File: config.mk
export PLATFORM = sky130hd
export DESIGN_NAME = ibex_rvfi_trace_buf
export DESIGN_NICKNAME = d
export VERILOG_FILES = /design/src/rtl/ibex_rvfi_trace_buf.sv
export SDC_FILE = /design/constraint.sdc
export NUM_CORES = 1
export LEC_CHECK = 0
export CORE_ASPECT_RATIO = 1.75
export CORE_UTILIZATION = 33
export DETAILED_ROUTE_END_ITERATION = 12
export PLACE_DENSITY = 0.56
export SYNTH_ARGS = -nofsm -noshare
export SYNTH_HDL_FRONTEND = slang
export SYNTH_SLANG_ARGS = --single-unit
File: constraint.sdc
create_clock -name clk_i -period 8.84 [get_ports clk_i]
set_clock_uncertainty 0.15 [all_clocks]
set_input_delay 1.768 -clock clk_i [delete_from_list [all_inputs] [get_ports clk_i]]
set_output_delay 1.768 -clock clk_i [all_outputs]
set_load 0.01 [all_outputs]
File: src/rtl/ibex_rvfi_trace_buf.sv
// RVFI retirement trace FIFO: buffers 166-bit retirement records for a valid/ready sink, counts drops.
// Define RVFI_TRACE_ORDER_CHECK_EN to enable the sticky rvfi_order sequence checker.
module ibex_rvfi_trace_buf #(
   parameter int unsigned DEPTH = 4
) (
   input  logic                    clk_i,
   input  logic                    rst_ni,
   input  logic                    rvfi_valid_i,
   input  logic [63:0]             rvfi_order_i,
   input  logic [31:0]             rvfi_insn_i,
   input  logic                    rvfi_trap_i,
   input  logic [31:0]             rvfi_pc_rdata_i,
   input  logic [4:0]              rvfi_rd_addr_i,
   input  logic [31:0]             rvfi_rd_wdata_i,
   output logic                    trace_valid_o,
   input  logic                    trace_ready_i,
   output logic [165:0]            trace_rec_o,
   output logic [$clog2(DEPTH):0]  level_o,
   output logic [15:0]             drop_cnt_o,
   output logic                    order_err_o
);

   localparam int unsigned PTR_W = $clog2(DEPTH);
   localparam int unsigned LVL_W = PTR_W + 1;
   localparam int unsigned REC_W = 166;

   localparam logic [PTR_W-1:0] PTR_ONE  = PTR_W'(1);
   localparam logic [LVL_W-1:0] LVL_ONE  = LVL_W'(1);
   localparam logic [LVL_W-1:0] LVL_FULL = LVL_W'(DEPTH);
   localparam logic [LVL_W-1:0] LVL_ZERO = LVL_W'(0);

   logic [REC_W-1:0] mem_q [DEPTH];
   logic [PTR_W-1:0] wr_ptr_q, wr_ptr_d;
   logic [PTR_W-1:0] rd_ptr_q, rd_ptr_d;
   logic [LVL_W-1:0] level_q, level_d;
   logic             valid_q, valid_d;
   logic [15:0]      drop_cnt_q, drop_cnt_d;

   logic             full_s;
   logic             pop_s;
   logic             push_s;
   logic             drop_s;
   logic [REC_W-1:0] rec_in_s;

   // A full FIFO still accepts a push when the head leaves in the same cycle.
   always_comb begin
      rec_in_s = {rvfi_order_i, rvfi_insn_i, rvfi_trap_i, rvfi_pc_rdata_i,
                  rvfi_rd_addr_i, rvfi_rd_wdata_i};
      full_s   = (level_q == LVL_FULL);
      pop_s    = valid_q & trace_ready_i;
      push_s   = rvfi_valid_i & (~full_s | pop_s);
      drop_s   = rvfi_valid_i & full_s & ~pop_s;
   end

   always_comb begin
      wr_ptr_d   = wr_ptr_q;
      rd_ptr_d   = rd_ptr_q;
      level_d    = level_q;
      drop_cnt_d = drop_cnt_q;

      if (push_s) begin
         wr_ptr_d = wr_ptr_q + PTR_ONE;
      end else begin
         wr_ptr_d = wr_ptr_q;
      end

      if (pop_s) begin
         rd_ptr_d = rd_ptr_q + PTR_ONE;
      end else begin
         rd_ptr_d = rd_ptr_q;
      end

      case ({push_s, pop_s})
         2'b10:   level_d = level_q + LVL_ONE;
         2'b01:   level_d = level_q - LVL_ONE;
         default: level_d = level_q;
      endcase

      if (drop_s && (drop_cnt_q != 16'hFFFF)) begin
         drop_cnt_d = drop_cnt_q + 16'd1;
      end else begin
         drop_cnt_d = drop_cnt_q;
      end

      valid_d = (level_d != LVL_ZERO);
   end

   always_ff @(posedge clk_i or negedge rst_ni) begin
      if (!rst_ni) begin
         wr_ptr_q   <= PTR_W'(0);
         rd_ptr_q   <= PTR_W'(0);
         level_q    <= LVL_ZERO;
         valid_q    <= 1'b0;
         drop_cnt_q <= 16'd0;
      end else begin
         wr_ptr_q   <= wr_ptr_d;
         rd_ptr_q   <= rd_ptr_d;
         level_q    <= level_d;
         valid_q    <= valid_d;
         drop_cnt_q <= drop_cnt_d;
      end
   end

   // Storage is intentionally unreset; the head is only meaningful while valid.
   always_ff @(posedge clk_i) begin
      if (push_s) begin
         mem_q[wr_ptr_q] <= rec_in_s;
      end
   end

   assign trace_valid_o = valid_q;
   assign trace_rec_o   = mem_q[rd_ptr_q];
   assign level_o       = level_q;
   assign drop_cnt_o    = drop_cnt_q;

`ifdef RVFI_TRACE_ORDER_CHECK_EN
   typedef enum logic {
      ST_IDLE  = 1'b0,
      ST_TRACK = 1'b1
   } ord_state_e;

   ord_state_e  state_q, state_d;
   logic [63:0] last_order_q, last_order_d;
   logic        order_err_q, order_err_d;

   // Every retirement is checked, including ones the FIFO drops.
   always_comb begin
      state_d      = state_q;
      last_order_d = last_order_q;
      order_err_d  = order_err_q;
      case (state_q)
         ST_IDLE: begin
            if (rvfi_valid_i) begin
               state_d      = ST_TRACK;
               last_order_d = rvfi_order_i;
            end else begin
               state_d      = ST_IDLE;
            end
         end
         ST_TRACK: begin
            if (rvfi_valid_i) begin
               last_order_d = rvfi_order_i;
               if (rvfi_order_i != (last_order_q + 64'd1)) begin
                  order_err_d = 1'b1;
               end else begin
                  order_err_d = order_err_q;
               end
            end else begin
               last_order_d = last_order_q;
            end
         end
         default: begin
            state_d      = ST_IDLE;
            last_order_d = 64'd0;
         end
      endcase
   end

   always_ff @(posedge clk_i or negedge rst_ni) begin
      if (!rst_ni) begin
         state_q      <= ST_IDLE;
         last_order_q <= 64'd0;
         order_err_q  <= 1'b0;
      end else begin
         state_q      <= state_d;
         last_order_q <= last_order_d;
         order_err_q  <= order_err_d;
      end
   end

   assign order_err_o = order_err_q;
`else
   assign order_err_o = 1'b0;
`endif

endmodule

==> flow_summary_export.csv <==
group,metric,value,unit
status,status,"completed",
clocking,post-cts-setup-buffer-count,0,
timing,report.final.hold_viol_count,0,
global_routing,grt_first_pass_wirelength,81560,µm
timing,finalMaxSlewViolations,0,
routing,first_iter_violations,567,
placement,detailedPlace.worstSlack,3.608,ns
floorplanning,dieArea,77340,µm²
timing,total_neg_setup_slack,0,ns
setup_path,worstPathArrival,3.62,ns
global_routing,grt.total_usage,14.21,%
setup_path,critical-path-slowest-cell,"sky130_fd_sc_hd__dfrtp_4",
global_routing,gr-total-overflow,0,
timing,final_setup_margin,3.303,ns
placement,detailed_place_hpwl,32440,µm
setup_path,worst_r2r_startpoint,"level_o[2]",
logic_synthesis,synth_seq_area_share,81.70,%
logic_synthesis,yosys.area.top_type,"sky130_fd_sc_hd__edfxtp_1",
floorplanning,die_h,367.1,µm
clocking,tritoncts_clock_tree,"built",
run,drv.max_cap_violation_count,0,
clocking,clock_insertion_delay_worst_skew,0.64,ns
min_path,hold_path_class,"reg -> reg",
placement,gp_congestion,0.7572,
pwr,irDropWorstVdd,0.0001955,V
global_routing,grt_start_max_net_pins,146,
routing,drt-pass1-iter-count,4,
global_routing,first_global_vias,12570,
timing,final_min_period_over_clock_period,62.63,%
floorplanning,initial_core_utilization,33.43,%
setup_path,critical-path-top-delay-family,"buffers and inverters",
setup_path,timing.rr.end,"mem_q[0][24]",
setup_path,critical_path.cell_chain,"buf_4 > mux4_2 > clkdlybuf4s50_1",
logic_synthesis,synthesis.area,25140,µm²
logic_synthesis,post_synth_inst_count,987,
clocking,clock_sinks,688,
timing,grt_setup_unrepaired,"false",
routing,num_vias,11560,
timing,fmax,0.1806,GHz
logic_synthesis,yosys_register_bits,688,
pwr,static-leakage-power,0.01023,µW
clocking,clockRootBuffer,"sky130_fd_sc_hd__clkbuf_16",
setup_path,ff2ff_path_depth,4,
timing,finalCriticalPeriod,5.537,ns
min_path,min_delay_worst_endpoint,"drop_cnt_o[14]",
logic_synthesis,post_synth_main_area_contributors,"sky130_fd_sc_hd__edfxtp_1 79%, sky130_fd_sc_hd__mux4_2 15%, sky130_fd_sc_hd__dfrtp_1 2.4%",
floorplanning,floorplan.rows,133,
min_path,min-delay-start,"drop_cnt_o[14]",
timing,maxSlewHeadroom,25.35,%
logic_synthesis,synth_enable_flop_cells,664,
cells_and_area,utilization,42.54,%
floorplanning,core_region_area,75220,µm²
routing,final_wirelength,54460,µm
logic_synthesis,postSynthAreaPerCell,25.47,µm²
setup_path,crit_path_max_incr_delay,1.03,ns
setup_path,crit_path_end_kind,"output pin",
timing,finalSetupViolCount,0,
floorplanning,die_width,210.7,µm
clocking,cts_resized,0,
clocking,cts-hold-fix-buffers,0,
routing,final_antenna_net_count,0,
routing,vias_per_cell,4.729,
logic_synthesis,postSynthNetCount,1163,
pwr,cellPowerDensity,330.5,nW/µm²
floorplanning,ios,357,
setup_path,crit_type,"reg -> out",
cells_and_area,fillers,6619,
cells_and_area,layout.nets,1553,
clocking,clk_path_buf_depth,3,
timing,worst_slew_pin_slew,1.116,ns
logic_synthesis,ys_types,47,
cells_and_area,synthToLayoutAreaGrowth,27.28,%
routing,post_drt_wl_per_cell,22.28,µm
logic_synthesis,synthArstFlopShare,3.488,%
setup_path,cp_num_buf_inv,2,
min_path,timing.hold.worst_path_depth,1,
setup_path,regToRegSetupSlack,5.62,ns
setup_path,maximum_fanout_encountered_on_the_critical_timing_path,56,
routing,post-route-drc-count,0,
logic_synthesis,yosysWarningCount,0,
clocking,htreeDepth,2,
setup_path,worst_setup_path_start_kind,"register",
logic_synthesis,yosysTopAreaCellShare,79.31,%
placement,buffer_ports.inserted,355,
logic_synthesis,postSynth.topFlopCell,"sky130_fd_sc_hd__edfxtp_1",
clocking,cts_buffers,61,
global_routing,antenna_found_initial,5,
setup_path,worstPathRequired,6.92,ns
clocking,cts.clk_slew.worst_paths,0.07,ns
cells_and_area,share_of_final_layout_standard_cells_stronger_than_drive_strength_1,19.87,%
[metrics by stage]
stage	hold WS (ns)	total power (µW)	instances	cell area, µm²
CTS	0.3614	10810	2441	31990
global route	0.3831	11080	2443	32000
global placement	0.3395	8042	2326	29970
detailed placement	0.3492	8080	2326	29970
finish	0.3685	10580	2444	32000
floorplan	0.3717	6338	987	25140
[state kept, by name (all words and copies together) (netlist names)]
signal,count
wr_ptr_q,2
level_o,3
trace_valid_o,1
rd_ptr_q,2
drop_cnt_o,16
mem_q,664
[power by group]
part / switching [µW] / total (µW) / internal (µW)
Combinational: 1580 / 3370 / 1790
Clock: 1200 / 2690 / 1500
Sequential: 252 / 4520 / 4260
Total: 3030 / 10600 / 7550
[layer usage]
layer	global-route usage (%)	up-vias	share of wire (%)	wire, µm
met4	4.710	4	2.6	1412
met5	0	-	0.048	26
met3	4.327	85	7.5	4093
li1	-	5033	-	-
met1	16.90	6090	38	20950
met2	24.35	345	51	27970
[worst register-to-register path, stage by stage (launching register included)]
cell,delay [ns]
sky130_fd_sc_hd__dfrtp_1,0.41
sky130_fd_sc_hd__nor3b_4,0.20
sky130_fd_sc_hd__a21boi_1,0.46
sky130_fd_sc_hd__and2_4,0.78
sky130_fd_sc_hd__buf_4,0.77
[worst max-delay path by stage]
stage / from / end / depth (start not counted)
floorplan: trace_ready_i / mem_q[0][0] / 3
global placement: trace_ready_i / mem_q[0][43] / 5
detailed placement: trace_ready_i / mem_q[3][41] / 5
CTS: rd_ptr_q[1] / trace_rec_o[3] / 3
global route: rd_ptr_q[1] / trace_rec_o[3] / 3
finish: rd_ptr_q[1] / trace_rec_o[3] / 3
[layout make-up]
type	count	area (µm²)	area share [%]
sequential	688	20550	64.21
multi-input combinational	253	4414	13.79
timing repair buffer	366	3711	11.60
clock buffer	75	1632	5.099
tap	1012	1266	3.957
clock inverter	40	396.6	1.239
inverter	7	26.28	0.08211
antenna	3	7.507	0.02346
[placed cells by master (no fill, tap or decap), types with 7 or more instances in the layout]
master,n
sky130_fd_sc_hd__mux4_2,166
sky130_fd_sc_hd__xor2_1,11
sky130_fd_sc_hd__clkdlybuf4s50_1,355
sky130_fd_sc_hd__clkbuf_16,63
sky130_fd_sc_hd__clkinv_1,12
sky130_fd_sc_hd__inv_1,7
sky130_fd_sc_hd__clkinv_2,10
sky130_fd_sc_hd__clkbuf_1,11
sky130_fd_sc_hd__dfrtp_1,22
sky130_fd_sc_hd__edfxtp_1,664
sky130_fd_sc_hd__nand3_1,7
[cells in the mapped netlist (all sizes together) (3+ instances only)]
library cell / count
ha: 5
buf: 28
dfrtp: 24
xnor2: 5
clkbuf: 11
nor2: 4
nand2: 6
and2: 4
nor4: 5
a21boi: 3
xor2: 11
inv: 7
mux4: 166
nor3: 6
o21ai: 3
nand4: 4
nand3: 7
edfxtp: 664
[cell families (layout without fill, tap and decap cells)]
| group | after synthesis | in the layout | share of synthesized area [%] |
|---|---|---|---|
| xor gates and xnor gates | 16 | 16 | 0.5574 |
| AOI/OAI and AO/OA | 16 | 16 | 0.4778 |
| muxes | 167 | 167 | 14.91 |
| other | 1 | 4 | 0.01492 |
| buffers and inverters | 46 | 488 | 0.7863 |
| DFF | 688 | 688 | 81.70 |
| adders and majority gates | 6 | 6 | 0.3285 |
| and+or+nand+nor | 47 | 47 | 1.224 |
(Power assumes the default switching activity.)
